<file path="src/rtl/and_tree_driver_pkg.sv">
// Shared types and constants for the 27-input AND decoder sweep driver.
// The walking-zero vector space is 28 entries: one all-ones vector plus one per input bit.
package and_tree_driver_pkg;

  localparam int GROUP_W    = 9;
  localparam int NUM_GROUPS = 3;
  localparam int VEC_W      = GROUP_W * NUM_GROUPS;
  localparam int NUM_VEC    = 28;
  localparam int IDX_W      = 5;
  localparam int CNT_W      = 4;

  localparam logic [IDX_W-1:0] NO_FAIL  = 5'd31;
  localparam logic [IDX_W-1:0] LAST_VEC = 5'(NUM_VEC - 1);
  localparam logic [IDX_W-1:0] MAX_ERR  = 5'(NUM_VEC);

  typedef enum logic [2:0] {
    ST_IDLE,
    ST_DRIVE,
    ST_SETTLE,
    ST_SAMPLE,
    ST_DONE
  } state_e;

  // Only the all-ones vector may make a healthy AND decoder fire.
  function automatic logic expected_q(input logic [IDX_W-1:0] v);
    return (v == '0);
  endfunction

endpackage

</file>
<file path="src/rtl/walk_zero_gen.sv">
// Maps a vector index to its 27-bit stimulus: index 0 is all ones,
// index v >= 1 clears bit v-1; indices past the last bit yield all ones.
module walk_zero_gen
  import and_tree_driver_pkg::*;
(
  input  logic [IDX_W-1:0] v,
  output logic [VEC_W-1:0] vec
);

  always_comb begin
    vec = '1;
    for (int i = 0; i < VEC_W; i++) begin
      if (v == IDX_W'(i + 1)) begin
        vec[i] = 1'b0;
      end
    end
  end

endmodule

</file>
<file path="src/rtl/and_tree_driver.sv">
// Sweeps a walking-zero pattern over an external 27-input AND decoder and
// records how many vectors disagree with the ideal response and which one failed first.
module and_tree_driver
  import and_tree_driver_pkg::*;
#(
  parameter int SETTLE = 2
) (
  input  logic                   clk,
  input  logic                   rst,
  input  logic                   start,
  input  logic                   q,
  output logic [GROUP_W-1:0]     i1,
  output logic [GROUP_W-1:0]     i2,
  output logic [GROUP_W-1:0]     i3,
  output logic                   busy,
  output logic                   done,
  output logic                   pass,
  output logic [IDX_W-1:0]       err_count,
  output logic [IDX_W-1:0]       fail_idx
);

  localparam logic [CNT_W-1:0] SETTLE_LOAD = CNT_W'(SETTLE - 1);

  state_e            state_q;
  state_e            state_d;
  logic [IDX_W-1:0]  v_q;
  logic [CNT_W-1:0]  cnt_q;
  logic [IDX_W-1:0]  err_q;
  logic [IDX_W-1:0]  fail_q;
  logic [VEC_W-1:0]  vec;
  logic              drive_en;
  logic              mismatch;

  walk_zero_gen u_gen (
    .v   (v_q),
    .vec (vec)
  );

  always_ff @(posedge clk) begin
    if (rst) begin
      state_q <= ST_IDLE;
    end else begin
      state_q <= state_d;
    end
  end

  always_comb begin
    state_d = state_q;
    case (state_q)
      ST_IDLE:   if (start) state_d = ST_DRIVE;
      ST_DRIVE:  state_d = ST_SETTLE;
      ST_SETTLE: if (cnt_q == '0) state_d = ST_SAMPLE;
      ST_SAMPLE: state_d = (v_q == LAST_VEC) ? ST_DONE : ST_DRIVE;
      ST_DONE:   if (start) state_d = ST_DRIVE;
      default:   state_d = ST_IDLE;
    endcase
  end

  // q is only ever looked at here, so activity on it in other states is harmless.
  assign mismatch = (q != expected_q(v_q));

  always_ff @(posedge clk) begin
    if (rst) begin
      v_q    <= '0;
      cnt_q  <= '0;
      err_q  <= '0;
      fail_q <= NO_FAIL;
    end else begin
      case (state_q)
        ST_IDLE, ST_DONE: begin
          if (start) begin
            v_q    <= '0;
            err_q  <= '0;
            fail_q <= NO_FAIL;
          end
        end
        ST_DRIVE: begin
          cnt_q <= SETTLE_LOAD;
        end
        ST_SETTLE: begin
          if (cnt_q != '0) begin
            cnt_q <= cnt_q - 1'b1;
          end
        end
        ST_SAMPLE: begin
          if (mismatch) begin
            if (err_q != MAX_ERR) begin
              err_q <= err_q + 1'b1;
            end
            if (fail_q == NO_FAIL) begin
              fail_q <= v_q;
            end
          end
          if (v_q != LAST_VEC) begin
            v_q <= v_q + 1'b1;
          end
        end
        default: begin
          v_q <= v_q;
        end
      endcase
    end
  end

  always_comb begin
    drive_en = 1'b0;
    busy     = 1'b0;
    done     = 1'b0;
    case (state_q)
      ST_DRIVE, ST_SETTLE, ST_SAMPLE: begin
        drive_en = 1'b1;
        busy     = 1'b1;
      end
      ST_DONE: done = 1'b1;
      default: begin
        drive_en = 1'b0;
      end
    endcase
  end

  // Idle drive is all zeros so the decoder under test stays inactive.
  assign i1        = drive_en ? vec[GROUP_W-1:0]           : '0;
  assign i2        = drive_en ? vec[2*GROUP_W-1:GROUP_W]   : '0;
  assign i3        = drive_en ? vec[3*GROUP_W-1:2*GROUP_W] : '0;
  assign pass      = done && (err_q == '0);
  assign err_count = err_q;
  assign fail_idx  = fail_q;

endmodule
</file>
<file path="config.mk">
export PLATFORM = sky130hd
export DESIGN_NAME = and_tree_driver
export DESIGN_NICKNAME = d
export VERILOG_FILES = /design/src/rtl/and_tree_driver_pkg.sv /design/src/rtl/walk_zero_gen.sv /design/src/rtl/and_tree_driver.sv
export SDC_FILE = /design/constraint.sdc
export NUM_CORES = 1
export LEC_CHECK = 0
export ABC_AREA = 1
export BUFFER_PORTS_ARGS = -buffer_cell sky130_fd_sc_hd__buf_2
export CORE_MARGIN = 10
export CORE_UTILIZATION = 53
export DETAILED_ROUTE_END_ITERATION = 16
export GPL_ROUTABILITY_DRIVEN = 0
export PLACE_DENSITY_LB_ADDON = 0.15
export REMOVE_ABC_BUFFERS = 1
export SLEW_MARGIN = 25
export SYNTH_ARGS = -nofsm -noshare
export SYNTH_HDL_FRONTEND = slang
export SYNTH_SLANG_ARGS = --single-unit
</file>
<file path="constraint.sdc">
create_clock -name clk -period 1.88 [get_ports clk]
set_input_delay 0.188 -clock clk [delete_from_list [all_inputs] [get_ports clk]]
set_output_delay 0.188 -clock clk [all_outputs]
set_load 0.1 [all_outputs]
</file>
==> results.yml, run 1 <==
status:
  status: "finished, violations left"
  violations: "setup timing"
cts:
  cts_sinks: 22
  htree_levels: 1
  cts_made_buffers: 3
  clk_latency_ns: 0.35
  cts.root.buffer_cell: "clkbuf_4"
  cts_buffer_depth: 2
  path_clk_slew_ns: 0.15
  cts_hold_buf: 0
  cts_tree: "built"
sta:
  finalHoldViolCount: 0
  setup_violations: 6
  finalWorstSetupSlack_ns: -0.0676
  max_freq_ghz: 0.513
  relSlewSlack_pct: 66.5
  slew_violations: 0
  fin_worst_skew_ns: 0.0195
  rsz0062_at_grt: "true"
  tightest_slew_ns: 0.506
  min_period_over_period_pct: 104
  period_needed_ns: 1.95
floorplan:
  core_um2: 3100
  rows: 20
  ios: 44
  initial_core_util_pct: 56.4
  die-area_um2: 6000
  die_y_um: 77.5
  die_w_um: 77.5
final_layout:
  drive_gt1_share_pct: 40.3
  fillers: 140
  syn2layout_area_growth_pct: 58.5
  final_util_pct: 89.4
  num_antenna_cells: 0
  fin_nets: 318
  fin_cells: 349
setup_path:
  rr_endpoint: "err_count[2]"
  worst_setup_path_end_kind: "primary output"
  crit_start: "v_q[0]"
  slowest_stage: "dfxtp_4"
  cp.required_ns: 1.69
  cp.depth: 6
  cp_max_fo: 6
  worstPathCellList: "clkinvlp_4 -> ha_4 -> nand2_1 -> o21ai_0 -> inv_1 -> buf_12"
  rrSetupSlack_ns: 0.10
  endpoint: "i2[8]"
  critical_path.top_delay_family: "buffers and inverters"
  worst-path-buf-inv: 3
  timing.rr.start: "v_q[1]"
  slowest_delay_ns: 0.40
  start_kind: "register"
  crit_arrival_ns: 1.76
  r2r_cells: 11
  critPathKind: "register to primary output"
min_path:
  hp-class: "input pin to register"
  worstHoldPathCells: 2
global_routing:
  antenna_found_initial: 0
  grt_overflow: 0
  grt_max_degree: 18
  grt_pass1_wl_um: 8960
  grt_usage_pct: 17.3
  first_global_vias: 1840
logic_synthesis:
  muxShareOfSynthArea_pct: 0
  synth_top_family_by_area: "simple AND/OR/NAND/NOR gates"
  synth-seq-cells: 22
  synth_area_um2: 1750
  yosys.area_share.simple_pct: 40.4
  synth_compound_area_share_pct: 12.4
  yosys_warnings: 0
  synthAdderAreaFrac_pct: 5.72
  netlist_instances: 256
  synth.distinct_cells: 35
  avgSynthCellArea_um2: 6.84
  ys_seq_area_share_pct: 25.2
  synth_xor_area_share_pct: 1.00
drt:
  viasPerCell: 5.87
  drtPass1Iterations: 5
  drt-total-wl_um: 6640
  ant_nets: 0
  routedWlPerCell_um: 19.0
  first_iter_violations: 200
  via_count: 2050
  drc: 0
placement:
  pre_cts_ws_ns: 0.226
  place_inst: 337
  hpwlAfterDp_um: 3740
  io_buffers: 43
flow_run:
  maxCapViolations: 0
area by class of cell:
cell class                 count  area, µm²  area share (%)
multi-input combinational    176       1250            45.1
timing repair buffer          58        771            27.8
sequential                    22        459            16.6
inverter                      45        186            6.72
tap                           44       55.1            1.98
clock inverter                 1       30.0            1.08
clock buffer                   3       22.5           0.812
worst min path at each step:
| stage | endpoint | startpoint | slack (ns) |
|---|---|---|---|
| CTS | v_q[1] | rst | 0.12 |
| global placement | fail_idx[0] | fail_idx[0] | 0.46 |
| global route | v_q[3] | rst | 0.13 |
| detailed placement | fail_idx[4] | fail_idx[4] | 0.47 |
| floorplan | cnt_q[0] | rst | 0.26 |
| finish | v_q[1] | rst | 0.09 |
placed cells by master (no fill, tap or decap), drive strengths merged:
| cell | synthesis | routed |
|---|---|---|
| nand4 | 13 | 13 |
| and2 | 1 | 1 |
| o21ai | 11 | 11 |
| bufinv | 0 | 1 |
| clkinvlp | 0 | 2 |
| a21oi | 12 | 12 |
| o22ai | 1 | 1 |
| or2 | 1 | 1 |
| a31oi | 11 | 11 |
| nor2 | 22 | 22 |
| nand2 | 61 | 61 |
| ha | 8 | 8 |
| buf | 10 | 58 |
| clkbuf | 3 | 3 |
| nand3 | 29 | 29 |
| inv | 45 | 43 |
| xor2 | 2 | 2 |
| nor3 | 4 | 4 |
| dfxtp | 22 | 22 |
metrics by stage:
| stage | hold slack, ns | TNS [ns] | area, µm² |
|---|---|---|---|
| 2_1_floorplan | 0.257 | -24.90 | 1660 |
| 3_3_place_gp | 0.461 | 0 | 2410 |
| 3_5_place_dp | 0.470 | 0 | 2410 |
| 4_1_cts | 0.119 | 0 | 2610 |
| 5_1_grt | 0.135 | -0.597 | 2770 |
| 6_report | 0.0941 | -0.171 | 2770 |
repair_timing:
action	4_1_cts	5_1_grt
setup buffers	3	5
endpoints found under the setup margin	21	30
pin swaps	0	2
resized for setup	25	28
logic make-up after synthesis:
kind of cell    after synthesis
flops                        22
buf+inv                      58
compound gates               35
xor+xnor                      2
simple gates                131
fa+ha+maj                     8
state kept, by name, summed over array words and instances, names as in the netlist:
register / cells
fail_idx: 5
v_q: 5
err_count: 5
cnt_q: 4
state_q: 3
synthesized netlist by cell type:
| master | instances | share of area [%] |
|---|---|---|
| buf_4 | 1 | 0.43 |
| nor3_1 | 3 | 0.86 |
| o21ai_1 | 1 | 0.29 |
| and2_1 | 1 | 0.36 |
| clkbuf_2 | 1 | 0.29 |
| o21ai_0 | 8 | 2.3 |
| nand3_2 | 1 | 0.57 |
| a21oi_1 | 11 | 3.1 |
| inv_6 | 1 | 0.50 |
| nand3_1 | 25 | 7.1 |
| nand4_4 | 1 | 1.2 |
| o22ai_1 | 1 | 0.36 |
| a31oi_1 | 11 | 3.9 |
| nand2_2 | 2 | 0.71 |
| or2_2 | 1 | 0.36 |
| nand2_4 | 1 | 0.64 |
| o21ai_4 | 2 | 1.9 |
| clkbuf_1 | 2 | 0.43 |
| nor3_2 | 1 | 0.57 |
| a21oi_2 | 1 | 0.50 |
| buf_6 | 5 | 3.2 |
| nor2_8 | 1 | 1.1 |
| xor2_1 | 2 | 1.0 |
| nand4_1 | 12 | 4.3 |
| dfxtp_1 | 22 | 25 |
| inv_2 | 6 | 1.3 |
| inv_1 | 38 | 8.1 |
| buf_2 | 3 | 0.86 |
| ha_1 | 8 | 5.7 |
| nor2_2 | 6 | 2.1 |
| nor2_4 | 4 | 2.6 |
| nand2_1 | 58 | 12 |
| nor2_1 | 11 | 2.4 |
| buf_1 | 1 | 0.21 |
| nand3_4 | 3 | 3.0 |
per-layer routing:
metal  GRT usage [%]  wire length (µm)
met3            2.88               528
met2            32.4              3460
met1            19.1              2550
met4            6.02               111
met5               0                 0
Power of run 1 is not shown: default switching activity piles up to over one toggle a cycle in this logic, so the estimate is an artifact.
==> run 2, diff against run 1 <==
--- a/config.mk
+++ b/config.mk
@@ -11,7 +11,7 @@
 export CORE_UTILIZATION = 53
 export DETAILED_ROUTE_END_ITERATION = 16
 export GPL_ROUTABILITY_DRIVEN = 0
-export PLACE_DENSITY_LB_ADDON = 0.15
+export PLACE_DENSITY_LB_ADDON = 0.12
 export REMOVE_ABC_BUFFERS = 1
 export SLEW_MARGIN = 25
 export SYNTH_ARGS = -nofsm -noshare
==> run 2 against run 1 <==
The flow still finishes with violations (setup timing). Global-route usage is 0.58 points lower. Fmax up 1.7%. Worst setup slack improved by 0.033 ns. Die area is the same. Hold slack better by 0.045 ns. Register-to-register slack lost 0.03 ns.
==> results.yml, run 2 (same netlist as run 1, synthesis figures left out) <==
floorplan:
  ios: 44
  die_w_um: 77.5
  initial_core_util_pct: 56.4
  die-area_um2: 6000
  rows: 20
  die_y_um: 77.5
  core_um2: 3100
sta:
  finalHoldViolCount: 0
  max_freq_ghz: 0.522
  rsz0062_at_grt: "true"
  slew_violations: 0
  setup_violations: 4
  tightest_slew_ns: 0.508
  relSlewSlack_pct: 66.0
  fin_worst_skew_ns: 0.00494
  finalWorstSetupSlack_ns: -0.0349
  period_needed_ns: 1.91
  min_period_over_period_pct: 102
setup_path:
  rr_endpoint: "err_count[0]"
  critPathKind: "register to primary output"
  crit_arrival_ns: 1.73
  slowest_stage: "dfxtp_2"
  start_kind: "register"
  timing.rr.start: "v_q[0]"
  rrSetupSlack_ns: 0.07
  slowest_delay_ns: 0.37
  cp.required_ns: 1.69
  worstPathCellList: "inv_2 -> nand2_4 -> nor2_1 -> nand3_1 -> nor3_2 -> buf_12"
  r2r_cells: 10
  worst_setup_path_end_kind: "primary output"
  cp_max_fo: 4
cts:
  cts_hold_buf: 0
  htree_levels: 1
  cts_tree: "built"
  cts_made_buffers: 3
  path_clk_slew_ns: 0.14
  clk_latency_ns: 0.33
  cts_buffer_depth: 2
  cts_sinks: 22
  cts.root.buffer_cell: "clkbuf_4"
global_routing:
  grt_overflow: 0
  grt_usage_pct: 16.7
  first_global_vias: 1722
  antenna_found_initial: 0
  grt_pass1_wl_um: 8560
  grt_max_degree: 18
final_layout:
  fin_nets: 325
  num_antenna_cells: 0
  final_cell_mix: "58 x nand2_1, 32 x inv_1, 31 x buf_12, 24 x nand3_1, 17 x buf_4"
  final_common_cell: "nand2_1"
  fillers: 124
  seq_area_um2: 454
  drive_gt1_share_pct: 42.6
  final_util_pct: 92.7
  multi_input_area_um2: 1270
  syn2layout_area_growth_pct: 64.3
drt:
  routedWlPerCell_um: 20.0
  via_count: 2117
  drt-total-wl_um: 7130
  ant_nets: 0
  drtPass1Iterations: 5
  drc: 0
  viasPerCell: 5.95
  first_iter_violations: 256
placement:
  hpwlAfterDp_um: 3600
  io_buffers: 43
min_path:
  worstHoldPathCells: 2
  worstHoldStart: "rst"
  hp-class: "input pin to register"
  whs_endpoint: "state_q[1]"
status:
  status: "finished, violations left"
  violations: "setup timing"
flow_run:
  maxCapViolations: 0
-- run 2: metal layers --
| layer | GRT usage [%] | wire (µm) | part of all wire, % |
|---|---|---|---|
| met3 | 3.23 | 524 | 7.4 |
| met1 | 19.9 | 2660 | 37 |
| met5 | 0 | 0 | 0 |
| met2 | 29.7 | 3580 | 50 |
| met4 | 4.38 | 357 | 5.0 |
-- run 2: metrics by stage --
stage | setup slack, ns | hold WS, ns | setup TNS (ns) | instance area (µm²) | cells
6_report | -0.0349 | 0.139 | -0.0792 | 2880 | 356
3_3_place_gp | 0.248 | 0.461 | 0 | 2400 | 335
5_1_grt | -0.0949 | 0.163 | -1.05 | 2880 | 356
3_5_place_dp | 0.189 | 0.465 | 0 | 2400 | 335
4_1_cts | 0.00611 | 0.119 | 0 | 2580 | 341
2_1_floorplan | -2.36 | 0.257 | -24.90 | 1660 | 243
-- run 2: repair_timing --
action / 4_1_cts / 5_1_grt
setup buffers: 2 / 13
gates cloned: 0 / 2
resized for setup: 23 / 38
endpoints found under the setup margin: 27 / 33
pin swaps: 1 / 7
-- run 2: critical path, delay by kind of cell (launching register included) --
kind,cells,cell delay (ns)
DFF,1,0.37
buffers and inverters,2,0.32
and+or+nand+nor,4,0.71
-- run 2: worst max path at each step --
stage	start	end	slack, ns	cells past startpoint
6_report	state_q[1]	pass	-0.03	6
5_1_grt	state_q[1]	pass	-0.09	6
4_1_cts	v_q[3]	i3[8]	0.006	6
3_5_place_dp	v_q[0]	fail_idx[1]	0.19	9
3_3_place_gp	v_q[0]	fail_idx[2]	0.25	9
2_1_floorplan	state_q[2]	pass	-2.36	4
-- run 2: layout make-up --
cell class,instances,area share (%)
Tap cell,44,1.91
Timing Repair inverter,1,0.304
Sequential cell,22,15.8
Multi-Input combinational cell,176,44.1
Clock inverter,1,1.04
Inverter,45,6.74
Timing Repair Buffer,64,29.4
Clock buffer,3,0.783
Power of run 2 is left out for the same reason.
